===== src/rtl/key_pkg.sv =====
// Shared encodings for the key event controller: event types, classifier
// states and the per-key timer width.
package key_pkg;

    localparam int TIMER_W = 26;

    typedef enum logic [1:0] {
        EVT_NONE   = 2'b00,
        EVT_SHORT  = 2'b01,
        EVT_LONG   = 2'b10,
        EVT_DOUBLE = 2'b11
    } evt_type_e;

    typedef enum logic [2:0] {
        ST_IDLE     = 3'd0,
        ST_HELD     = 3'd1,
        ST_LONGHELD = 3'd2,
        ST_WAITDBL  = 3'd3,
        ST_HELD2    = 3'd4
    } key_state_e;

endpackage


===== src/rtl/key_event_ctrl_if.sv =====
// Event output channel: valid/ready handshake carrying {key, type}.
interface key_event_ctrl_if #(
    parameter int KEY_W = 2
) ();

    logic                 evt_valid;
    logic                 evt_ready;
    logic [KEY_W-1:0]     evt_key;
    key_pkg::evt_type_e   evt_type;

    modport master (output evt_valid, output evt_key, output evt_type, input evt_ready);
    modport slave  (input evt_valid, input evt_key, input evt_type, output evt_ready);

endinterface


===== src/rtl/key_evt_fsm.sv =====
// Per-key press classifier: turns debounced press/release pulses into
// SHORT, LONG or DOUBLE events (one-cycle emit, EVT_NONE otherwise).
module key_evt_fsm
    import key_pkg::*;
#(
    parameter int LONG_CYCLES   = 50_000_000,
    parameter int DCLICK_CYCLES = 15_000_000
) (
    input  logic      clk,
    input  logic      rst_n,
    input  logic      press_down_i,
    input  logic      press_up_i,
    output evt_type_e evt_o
);

    localparam logic [TIMER_W-1:0] LONG_LAST   = TIMER_W'(LONG_CYCLES - 1);
    localparam logic [TIMER_W-1:0] DCLICK_LAST = TIMER_W'(DCLICK_CYCLES - 1);

    key_state_e         state_q, state_d;
    logic [TIMER_W-1:0] timer_q, timer_d;

    // State and timer registers.
    always_ff @(posedge clk or negedge rst_n) begin
        if (!rst_n) begin
            state_q <= ST_IDLE;
            timer_q <= '0;
        end else begin
            state_q <= state_d;
            timer_q <= timer_d;
        end
    end

    // Next state and event; each state looks only at the input it cares about.
    always_comb begin
        state_d = state_q;
        evt_o   = EVT_NONE;
        case (state_q)
            ST_IDLE: begin
                if (press_down_i) state_d = ST_HELD;
            end
            ST_HELD: begin
                if (press_up_i) begin
                    state_d = ST_WAITDBL;
                end else if (timer_q == LONG_LAST) begin
                    evt_o   = EVT_LONG;
                    state_d = ST_LONGHELD;
                end
            end
            ST_LONGHELD: begin
                if (press_up_i) state_d = ST_IDLE;
            end
            ST_WAITDBL: begin
                if (press_down_i) begin
                    evt_o   = EVT_DOUBLE;
                    state_d = ST_HELD2;
                end else if (timer_q == DCLICK_LAST) begin
                    evt_o   = EVT_SHORT;
                    state_d = ST_IDLE;
                end
            end
            ST_HELD2: begin
                if (press_up_i) state_d = ST_IDLE;
            end
            default: state_d = ST_IDLE;
        endcase
        // Timer restarts on every state entry and only runs where a timeout exists.
        if (state_d != state_q) begin
            timer_d = '0;
        end else if (state_q == ST_HELD || state_q == ST_WAITDBL) begin
            timer_d = timer_q + TIMER_W'(1);
        end else begin
            timer_d = '0;
        end
    end

endmodule


===== src/rtl/key_event_ctrl.sv =====
// Key event controller: per-key classifiers feed one-entry pending slots,
// a round-robin arbiter moves slots into a show-ahead event FIFO.
module key_event_ctrl
    import key_pkg::*;
#(
    parameter int NUM_KEYS      = 4,
    parameter int LONG_CYCLES   = 50_000_000,
    parameter int DCLICK_CYCLES = 15_000_000,
    parameter int FIFO_DEPTH    = 4
) (
    input  logic                clk,
    input  logic                rst_n,
    input  logic [NUM_KEYS-1:0] press_down,
    input  logic [NUM_KEYS-1:0] press_up,
    key_event_ctrl_if.master    evt,
    output logic                overflow
);

    localparam int KEY_W = $clog2(NUM_KEYS);
    localparam int PTR_W = $clog2(FIFO_DEPTH);
    localparam int CNT_W = PTR_W + 1;

    evt_type_e          emit   [NUM_KEYS];
    evt_type_e          slot_q [NUM_KEYS];
    evt_type_e          slot_d [NUM_KEYS];
    logic               drop;
    logic               overflow_q;
    logic [KEY_W-1:0]   last_grant_q;
    logic [KEY_W-1:0]   arb_idx;
    logic [KEY_W-1:0]   gidx;
    logic               grant;
    logic               pop;
    logic [PTR_W-1:0]   wr_ptr_q, rd_ptr_q;
    logic [CNT_W-1:0]   count_q;
    logic [KEY_W-1:0]   mem_key_q  [FIFO_DEPTH];
    evt_type_e          mem_type_q [FIFO_DEPTH];

    for (genvar k = 0; k < NUM_KEYS; k++) begin : g_key
        key_evt_fsm #(
            .LONG_CYCLES  (LONG_CYCLES),
            .DCLICK_CYCLES(DCLICK_CYCLES)
        ) u_fsm (
            .clk         (clk),
            .rst_n       (rst_n),
            .press_down_i(press_down[k]),
            .press_up_i  (press_up[k]),
            .evt_o       (emit[k])
        );
    end

    // Round-robin pick of one pending slot, starting after the last winner.
    always_comb begin
        grant   = 1'b0;
        gidx    = '0;
        arb_idx = '0;
        for (int i = 1; i <= NUM_KEYS; i++) begin
            arb_idx = KEY_W'((int'(last_grant_q) + i) % NUM_KEYS);
            if (!grant && slot_q[arb_idx] != EVT_NONE) begin
                grant = 1'b1;
                gidx  = arb_idx;
            end
        end
        // The registered count gates pushes, so a same-cycle pop never frees room.
        if (count_q == CNT_W'(FIFO_DEPTH)) grant = 1'b0;
    end

    // Slot update: granted slot empties, a new event fills an empty slot or is dropped.
    always_comb begin
        drop = 1'b0;
        for (int k = 0; k < NUM_KEYS; k++) begin
            slot_d[k] = slot_q[k];
            if (grant && gidx == KEY_W'(k)) slot_d[k] = EVT_NONE;
            if (emit[k] != EVT_NONE) begin
                if (slot_q[k] == EVT_NONE) slot_d[k] = emit[k];
                else                       drop      = 1'b1;
            end
        end
    end

    assign pop = (count_q != '0) && evt.evt_ready;

    // Control state: slots, arbiter pointer, overflow pulse, FIFO pointers and count.
    always_ff @(posedge clk or negedge rst_n) begin
        if (!rst_n) begin
            for (int k = 0; k < NUM_KEYS; k++) slot_q[k] <= EVT_NONE;
            last_grant_q <= KEY_W'(NUM_KEYS - 1);
            overflow_q   <= 1'b0;
            wr_ptr_q     <= '0;
            rd_ptr_q     <= '0;
            count_q      <= '0;
        end else begin
            for (int k = 0; k < NUM_KEYS; k++) slot_q[k] <= slot_d[k];
            overflow_q <= drop;
            if (grant) begin
                last_grant_q <= gidx;
                wr_ptr_q     <= wr_ptr_q + PTR_W'(1);
            end
            if (pop) rd_ptr_q <= rd_ptr_q + PTR_W'(1);
            case ({grant, pop})
                2'b10:   count_q <= count_q + CNT_W'(1);
                2'b01:   count_q <= count_q - CNT_W'(1);
                default: count_q <= count_q;
            endcase
        end
    end

    // FIFO storage; contents are only meaningful under the count, so no reset.
    always_ff @(posedge clk) begin
        if (grant) begin
            mem_key_q[wr_ptr_q]  <= gidx;
            mem_type_q[wr_ptr_q] <= slot_q[gidx];
        end
    end

    assign evt.evt_valid = (count_q != '0);
    assign evt.evt_key   = mem_key_q[rd_ptr_q];
    assign evt.evt_type  = mem_type_q[rd_ptr_q];
    assign overflow      = overflow_q;

endmodule


===== src/flat_wrapper.sv =====
// flat-port wrapper written by rule: the top's interface ports become plain ports
module key_event_ctrl_flat import key_pkg::*;
#(
    parameter int NUM_KEYS      = 4,
    parameter int LONG_CYCLES   = 50_000_000,
    parameter int DCLICK_CYCLES = 15_000_000,
    parameter int FIFO_DEPTH    = 4
)
  (clk, rst_n, press_down, press_up, overflow, evt_evt_valid, evt_evt_key, evt_evt_type, evt_evt_ready);
  key_event_ctrl_if evt_i ();
  input  logic clk;
  input  logic rst_n;
  input  logic [NUM_KEYS-1:0] press_down;
  input  logic [NUM_KEYS-1:0] press_up;
  output logic overflow;
  output wire logic [$bits(evt_i.evt_valid)-1:0] evt_evt_valid;
  output wire logic [$bits(evt_i.evt_key)-1:0] evt_evt_key;
  output wire logic [$bits(evt_i.evt_type)-1:0] evt_evt_type;
  input wire logic [$bits(evt_i.evt_ready)-1:0] evt_evt_ready;
  assign evt_evt_valid = evt_i.evt_valid;
  assign evt_evt_key = evt_i.evt_key;
  assign evt_evt_type = evt_i.evt_type;
  assign evt_i.evt_ready = evt_evt_ready;
  key_event_ctrl #(.NUM_KEYS(NUM_KEYS), .LONG_CYCLES(LONG_CYCLES), .DCLICK_CYCLES(DCLICK_CYCLES), .FIFO_DEPTH(FIFO_DEPTH)) u_core (.clk(clk), .rst_n(rst_n), .press_down(press_down), .press_up(press_up), .evt(evt_i), .overflow(overflow));
endmodule

===== config.mk =====
export PLATFORM = sky130hd
export DESIGN_NAME = key_event_ctrl_flat
export DESIGN_NICKNAME = d
export VERILOG_FILES = /design/src/rtl/key_pkg.sv /design/src/rtl/key_event_ctrl_if.sv /design/src/rtl/key_evt_fsm.sv /design/src/rtl/key_event_ctrl.sv /design/src/flat_wrapper.sv
export SDC_FILE = /design/constraint.sdc
export NUM_CORES = 1
export LEC_CHECK = 0
export CAP_MARGIN = 20
export CELL_PAD_IN_SITES_DETAIL_PLACEMENT = 0
export CELL_PAD_IN_SITES_GLOBAL_PLACEMENT = 2
export CORE_AREA = 3 3 141 143
export DETAILED_ROUTE_END_ITERATION = 7
export DIE_AREA = 0 0 144 146
export HOLD_SLACK_MARGIN = 0.02
export PLACE_DENSITY = 0.85
export REMOVE_ABC_BUFFERS = 1
export SLEW_MARGIN = 25
export SYNTH_ARGS = -nofsm -noshare
export SYNTH_HDL_FRONTEND = slang
export SYNTH_SLANG_ARGS = --single-unit

===== constraint.sdc =====
create_clock -name clk -period 3.1 [get_ports clk]
set_input_delay 0.62 -clock clk [delete_from_list [all_inputs] [get_ports clk]]
set_output_delay 0.62 -clock clk [all_outputs]
set_load 0.05 [all_outputs]

==> results.cfg, run 1 <==
[status]
status = completed

[cells_and_area]
final_common_cell = nor2_1
fillCellCount = 1745
syn2layout_area_growth_pct = 12.7
antenna_cells = 0
nNetsFinal = 807
layout.cells.most_common_list = nor2_1 (156), dfrtp_1 (132), xnor2_1 (56), nand2_1 (51), nand3_1 (47)
drive_gt1_share_pct = 7.02

[grt]
top_usage_layer = met2
grt_use_total_pct = 15.4
grtUsageMet3_pct = 3.98
grt_max_degree = 55
antenna_found_initial = 0
grt_first_pass_wirelength_mm = 26.6
first_global_vias = 5413
use_met1_pct = 22.1
overflow = 0
grt_use_met2_pct = 23.0

[critical_path]
cp-start-kind = register
regToRegStartpoint = u_core.slot_q[1]
cp.arrival_ps = 2200
worstSetupPathType = reg2out
rr_endpoint = u_core.count_q[2]
slowest_delay_ps = 710
critPathSlowestCell = clkdlybuf4s50_1
crit_cells = 2
reg2reg_slack_ps = 680
path_buf_inv = 1
required_ps = 2480
path_max_fanout = 6
worstSetupEndpointType = output pin
cp_cell_sequence = mux4_2 -> clkdlybuf4s50_1
ff2ff_path_depth = 11
path_delay_family = buffers and inverters

[timing]
fin_worst_skew_ps = 7.90
fmax_mhz = 355
hold_violations = 0
finalSetupViolCount = 0
slew_violations = 0
period_needed_ps = 2820
setup_tns_ps = 0
rsz0062_at_grt = false
tightest_slew_ps = 754
slew_headroom_pct = 49.4
timing.final.crit_share_pct = 90.8

[floorplanning]
dieArea_mm2 = 0.0210
io-pin-count = 17
rows = 50
die_w_um = 144
initial_core_util_pct = 40.5
coreArea_mm2 = 0.0187
die_h_um = 146

[detailed_routing]
ant_nets = 0
wl_per_cell_um = 14.5
routed_wl_mm = 15.0
dr.pass1.iters = 4
drt_iter0_drc = 302
viasPerCell = 5.21
drc = 0
vias = 5376

[placement]
port_buffers = 16
dp_hpwl_mm = 10.4
place_congestion = 0.772

[synth]
yosysWarnings = 0
async_flop_share_pct = 89.3
synth-seq-area-share_pct = 50.6
synth-simple-area-share_pct = 24.6
synth.ff_latch_count = 150
yosys.area_share.adder_pct = 1.75
synth_edf_count = 16
muxShareOfSynthArea_pct = 2.41
synth_area_mm2 = 0.00758
synth_area_per_cell_um2 = 9.93
synth_cell_types = 61
synth_top_area_share_pct = 43.5
synth_xor_area_share_pct = 11.8
yosys.area.top_type = dfrtp_1
yosys-top-cells-area = dfrtp_1 (44%), nor2_1 (7.7%), xnor2_1 (6.5%), edfxtp_1 (6.3%), xor2_1 (5.3%)
synth-compound-area-share_pct = 5.84
synth_cells = 764
synth_flop_cell = dfrtp_1
synth_top_family_by_area = simple AND/OR/NAND/NOR gates

[clock_tree]
clockBufferDepth = 2
root_buffer = clkbuf_16
cts_made_buffers = 17
postCtsSetupRepairBufs = 0
cts_tree = done
clock_latency_ps = 420
h-tree-depth = 4
clk_pin_slew_worst_paths_ps = 60
post_cts_resized = 0
cts_hold_buf = 0
clock-sinks = 150

[worst_hold_path]
hold_path.class = in2async

[power]
power.total_uw = 6690
p_per_area_mw_per_mm2 = 783
p_leak_uw = 0.00338
irDropWorstVdd_v = 0.000444

[job]
max-cap-violations = 0
## cell families (layout without fill, tap and decap cells)
group	after synthesis	count (layout)
compound gates	58	58
xor+xnor	102	102
fa+ha+maj	10	10
buf+inv	49	83
flops	150	150
mux	13	13
simple gates	382	382
## power by group
part           switching, uW  leakage [uW]  internal [uW]
Sequential               336       0.00197           2420
Combinational           1180       0.00114            770
Clock                    785      0.000266           1200
## per-layer routing
| layer | routed length, um | vias up |
|---|---|---|
| met5 | 0 | - |
| met4 | 204 | 0 |
| met3 | 506 | 16 |
| met2 | 6850 | 74 |
| met1 | 7400 | 2621 |
| li1 | - | 2665 |
## cells in the mapped netlist, drive strengths merged, types with 3 or more instances
master	n
a2111oi	4
a211o	3
a21oi	13
a22o	4
a31oi	3
a32o	4
and2	12
and3	17
and4	6
buf	10
clkbuf	11
dfrtp	132
edfxtp	16
ha	9
inv	28
mux2i	7
mux4	4
nand2	51
nand2b	13
nand3	47
nand4	15
nand4b	4
nor2	156
nor2b	7
nor3	18
nor3b	3
nor4	17
nor4b	3
o21ai	7
o31ai	3
or3	5
xnor2	56
xor2	46
## final cells by class
type / count / area (um2) / share of cell area, %
Inverter: 28 / 105 / 1.23
Timing Repair Buffer: 24 / 234 / 2.74
Clock inverter: 9 / 106 / 1.24
Clock buffer: 22 / 454 / 5.31
Multi-Input combinational cell: 565 / 3520 / 41.2
Tap cell: 234 / 293 / 3.43
Sequential cell: 150 / 3840 / 44.9
## worst max-delay path by stage
stage / from / to / slack (ps)
after detailed placement: u_core.rd_ptr_q[0] / evt_evt_type[0] / 690
final: u_core.rd_ptr_q[0] / evt_evt_type[1] / 280
after global routing: u_core.rd_ptr_q[0] / evt_evt_type[0] / 180
after CTS: u_core.rd_ptr_q[0] / evt_evt_type[0] / 230
after global placement: u_core.rd_ptr_q[0] / evt_evt_key[0] / 730
after floorplan: u_core.slot_q[1] / u_core.count_q[2] / 640
## registers in the layout, summed over array words and instances (netlist names)
register                    cells
u_core.wr_ptr_q                 2
u_core.slot_q                   8
u_core.overflow                 1
u_core.last_grant_q             2
u_core.rd_ptr_q                 2
u_core.mem_type_q               8
u_core.g_key.u_fsm.timer_q    104
u_core.g_key.u_fsm.state_q     12
u_core.count_q                  3
u_core.mem_key_q                8
## metrics by stage
step           cell area, um2  worst slack, ps  util (%)  instances  hold WS [ps]
2_1_floorplan            7460              639         -        743           324
3_3_place_gp             7990              730      42.7       1001           452
3_5_place_dp             7990              690      42.7       1001           459
4_1_cts                  8550              232      45.7       1032           162
5_1_grt                  8550              175      45.7       1032           181
6_report                 8550              285      45.7       1032           151
## worst reg2reg max path: cells and delay by family (launching register included)
family / cells / cell delay [ps]
AO/OA/AOI/OAI: 1 / 100
XOR/XNOR: 2 / 320
adder cells (fa/ha/maj): 2 / 550
buffers and inverters: 4 / 510
flip-flops: 1 / 440
AND/OR/NAND/NOR: 2 / 420
Note: power is estimated with default switching activity, not from simulation.
==> run 2, diff against run 1 <==
--- a/config.mk
+++ b/config.mk
@@ -5,14 +5,15 @@
 export SDC_FILE = /design/constraint.sdc
 export NUM_CORES = 1
 export LEC_CHECK = 0
+export ABC_AREA = 1
 export CAP_MARGIN = 20
 export CELL_PAD_IN_SITES_DETAIL_PLACEMENT = 0
 export CELL_PAD_IN_SITES_GLOBAL_PLACEMENT = 2
-export CORE_AREA = 3 3 141 143
+export CORE_AREA = 3 3 167 169
 export DETAILED_ROUTE_END_ITERATION = 7
-export DIE_AREA = 0 0 144 146
+export DIE_AREA = 0 0 170 172
 export HOLD_SLACK_MARGIN = 0.02
-export PLACE_DENSITY = 0.85
+export PLACE_DENSITY = 0.87
 export REMOVE_ABC_BUFFERS = 1
 export SLEW_MARGIN = 25
 export SYNTH_ARGS = -nofsm -noshare
==> run 2 against run 1 <==
Worst setup slack improved by 6.9 ps. Clock skew rose by 5.9 ps. Critical path depth rose by 2. Sequential cell count did not move. First-iteration DRC count rose by 100%. Final cell count rose by 72%. Hold slack got worse by 48 ps. Sequential share of layout area fell by 9.8 points. Utilization fell by 4.8 points. Total power rose by 25%. Combinational power rose by 86%. Critical endpoint unchanged. Largest cell class is now multi-input combinational cells.
==> results.cfg, run 2 <==
[floorplanning]
dieArea_mm2 = 0.0292
io-pin-count = 17
coreArea_mm2 = 0.0267
die_w_um = 170
initial_core_util_pct = 36.6
rows = 60
die_h_um = 172

[placement]
pre_cts_ws_ps = 405
port_buffers = 16
place_congestion = 0.855
dp_hpwl_mm = 18.3

[job]
max-cap-violations = 0

[cells_and_area]
final_common_cell = nand2_1
largest_register_ffs = 104
antenna_cells = 0
drive_gt1_share_pct = 10.7
layout.cells.most_common_list = nand2_1 (366), nor2_1 (200), inv_1 (170), nand3_1 (153), dfrtp_1 (132)
fillCellCount = 2819
syn2layout_area_growth_pct = 11.9
reg.largest.list = u_core.g_key.u_fsm.timer_q (104), u_core.g_key.u_fsm.state_q (12)
nNetsFinal = 1439
regMostFlops = u_core.g_key.u_fsm.timer_q

[clock_tree]
cts_tree = done
cts_hold_buf = 0
clockBufferDepth = 2
clock-sinks = 150
cts_made_buffers = 17
root_buffer = clkbuf_16
h-tree-depth = 4
postCtsSetupRepairBufs = 0
post_cts_resized = 0
clock_latency_ps = 430
clk_pin_slew_worst_paths_ps = 70

[timing]
period_needed_ps = 2810
tightest_slew_ps = 625
setup_tns_ps = 0
fin_ws_ps = 291
holdWs_ps = 102
rsz0062_at_grt = false
timing.final.crit_share_pct = 90.6
slew_headroom_pct = 58.3
finalSetupViolCount = 0
slew_violations = 0
hold_violations = 0
fin_worst_skew_ps = 13.8
fmax_mhz = 356

[detailed_routing]
drt_iter0_drc = 617
wl_per_cell_um = 13.9
ant_nets = 0
viasPerCell = 4.98
vias = 8822
dr.pass1.iters = 5
drc = 0
routed_wl_mm = 24.7

[critical_path]
worstSetupPathType = reg2out
path_max_fanout = 10
critPathSlowestCell = clkdlybuf4s50_1
cp.arrival_ps = 2190
worstSetupEndpointType = output pin
cp_cell_sequence = inv_1 -> nor2_1 -> o22ai_1 -> clkdlybuf4s50_1
required_ps = 2480
cp-start-kind = register
slowest_delay_ps = 820

[grt]
grt_max_degree = 62
grt_first_pass_wirelength_mm = 42.6
antenna_found_initial = 0
overflow = 0
first_global_vias = 8618
grt_use_total_pct = 17.7

[synth]
synth_most_common_cell = nand2_1
synth_edf_count = 16
yosys.area.top_type = dfrtp_1
synth.ff_latch_count = 150
synth_area_per_cell_um2 = 7.01
synth_cells = 1393
async_flop_share_pct = 89.3
yosysWarnings = 0
synth_area_mm2 = 0.00977
synth-seq-area-share_pct = 39.3
ys_top_cells_by_count = nand2_1 (366), nor2_1 (200), inv_1 (170)
yosys-top-cells-area = dfrtp_1 (34%), nand2_1 (14%), nand3_1 (7.8%), nor2_1 (7.7%), inv_1 (6.5%)
synth_flop_cell = dfrtp_1
synth_top_area_share_pct = 33.8
synth_cell_types = 45

[power]
p_leak_uw = 0.00459
combPwrFrac_pct = 43.4
intPower_uw = 4520
irDropWorstVdd_v = 0.000342
pwr-share-seq_pct = 31.7
p_per_area_mw_per_mm2 = 765
p_clk_share_pct = 24.9
p_sw_share_pct = 46.0
switchingPower_uw = 3840

[worst_hold_path]
hold_path.class = in2async

[status]
status = completed
[run 2: changes by cell type in the layout (fill, tap and decap cells not counted), moves of 21 or more]
cell / before / now
nor3_2: 0 / 24
nor2_1: 156 / 200
xnor2_1: 56 / 1
nand2_1: 51 / 366
o21ai_0: 7 / 39
xor2_1: 46 / 3
nand3_1: 47 / 153
nor3_1: 18 / 47
or2_2: 2 / 23
nor2_4: 0 / 21
inv_1: 28 / 170
nand4_1: 15 / 44
[run 2: final timing paths]
check | to | slack (ps) | cells past startpoint | from
max in group asynchronous | u_core.g_key[1].u_fsm.timer_q[9] | 2270 | 2 | rst_n
setup / recovery | evt_evt_type[1] | 290 | 4 | u_core.rd_ptr_q[0]
setup reg to reg | u_core.count_q[2] | 430 | 14 | u_core.last_grant_q[0]
min in group clk | u_core.count_q[0] | 480 | 1 | u_core.count_q[0]
hold / removal | u_core.g_key[2].u_fsm.timer_q[12] | 100 | 1 | rst_n
hold reg to reg | u_core.count_q[0] | 480 | 1 | u_core.count_q[0]
[run 2: cell families after synthesis]
logic type	synth area share, %
AOI/OAI and AO/OA	5.53
adders and majority gates	1.36
and+or+nand+nor	44.9
xor gates and xnor gates	0.359
buffers and inverters	8.60
DFF	39.3
[run 2: power by group through the flow]
stage                     Combinational [uW]  Clock (uW)  Sequential [uW]
after CTS                               3690        2150             2650
after detailed placement                3680           0             2680
after global routing                    4100        2250             2690
after floorplan                         2540           0             2640
after global placement                  3700           0             2680
final                                   3630        2090             2650
[run 2: final cells by class]
| cell class | instances | area, um2 | share of cell area (%) |
|---|---|---|---|
| multi-input cells | 1032 | 5100 | 46.7 |
| flip-flops and latches | 150 | 3840 | 35.1 |
| inverters | 189 | 709 | 6.49 |
| well taps | 341 | 427 | 3.90 |
| clock buffers | 17 | 425 | 3.89 |
| repair buffers | 28 | 277 | 2.53 |
| clock inverters | 15 | 160 | 1.46 |
[run 2: metal layers]
| layer | vias up | global-route usage (%) | part of all wire (%) |
|---|---|---|---|
| met2 | 126 | 28.1 | 45 |
| met5 | - | 0 | 0 |
| li1 | 4579 | - | - |
| met3 | 21 | 2.56 | 2.8 |
| met4 | 0 | 4.66 | 1.1 |
| met1 | 4096 | 25.6 | 51 |
[run 2: critical path: cells and delay by family (launching register included)]
family                 cells  cell delay [ps]
AND/OR/NAND/NOR            1               70
AO/OA/AOI/OAI              1              160
flip-flops                 1              480
buffers and inverters      2             1050
[run 2: through the flow]
step / power (uW) / std cells / utilization [%] / cell area, um2
detailed placement: 6370 / 1740 / 38.7 / 10400
global route: 9040 / 1772 / 40.9 / 10900
floorplan: 5180 / 1371 / - / 9640
CTS: 8490 / 1772 / 40.9 / 10900
global placement: 6380 / 1740 / 38.7 / 10400
finish: 8360 / 1772 / 40.9 / 10900
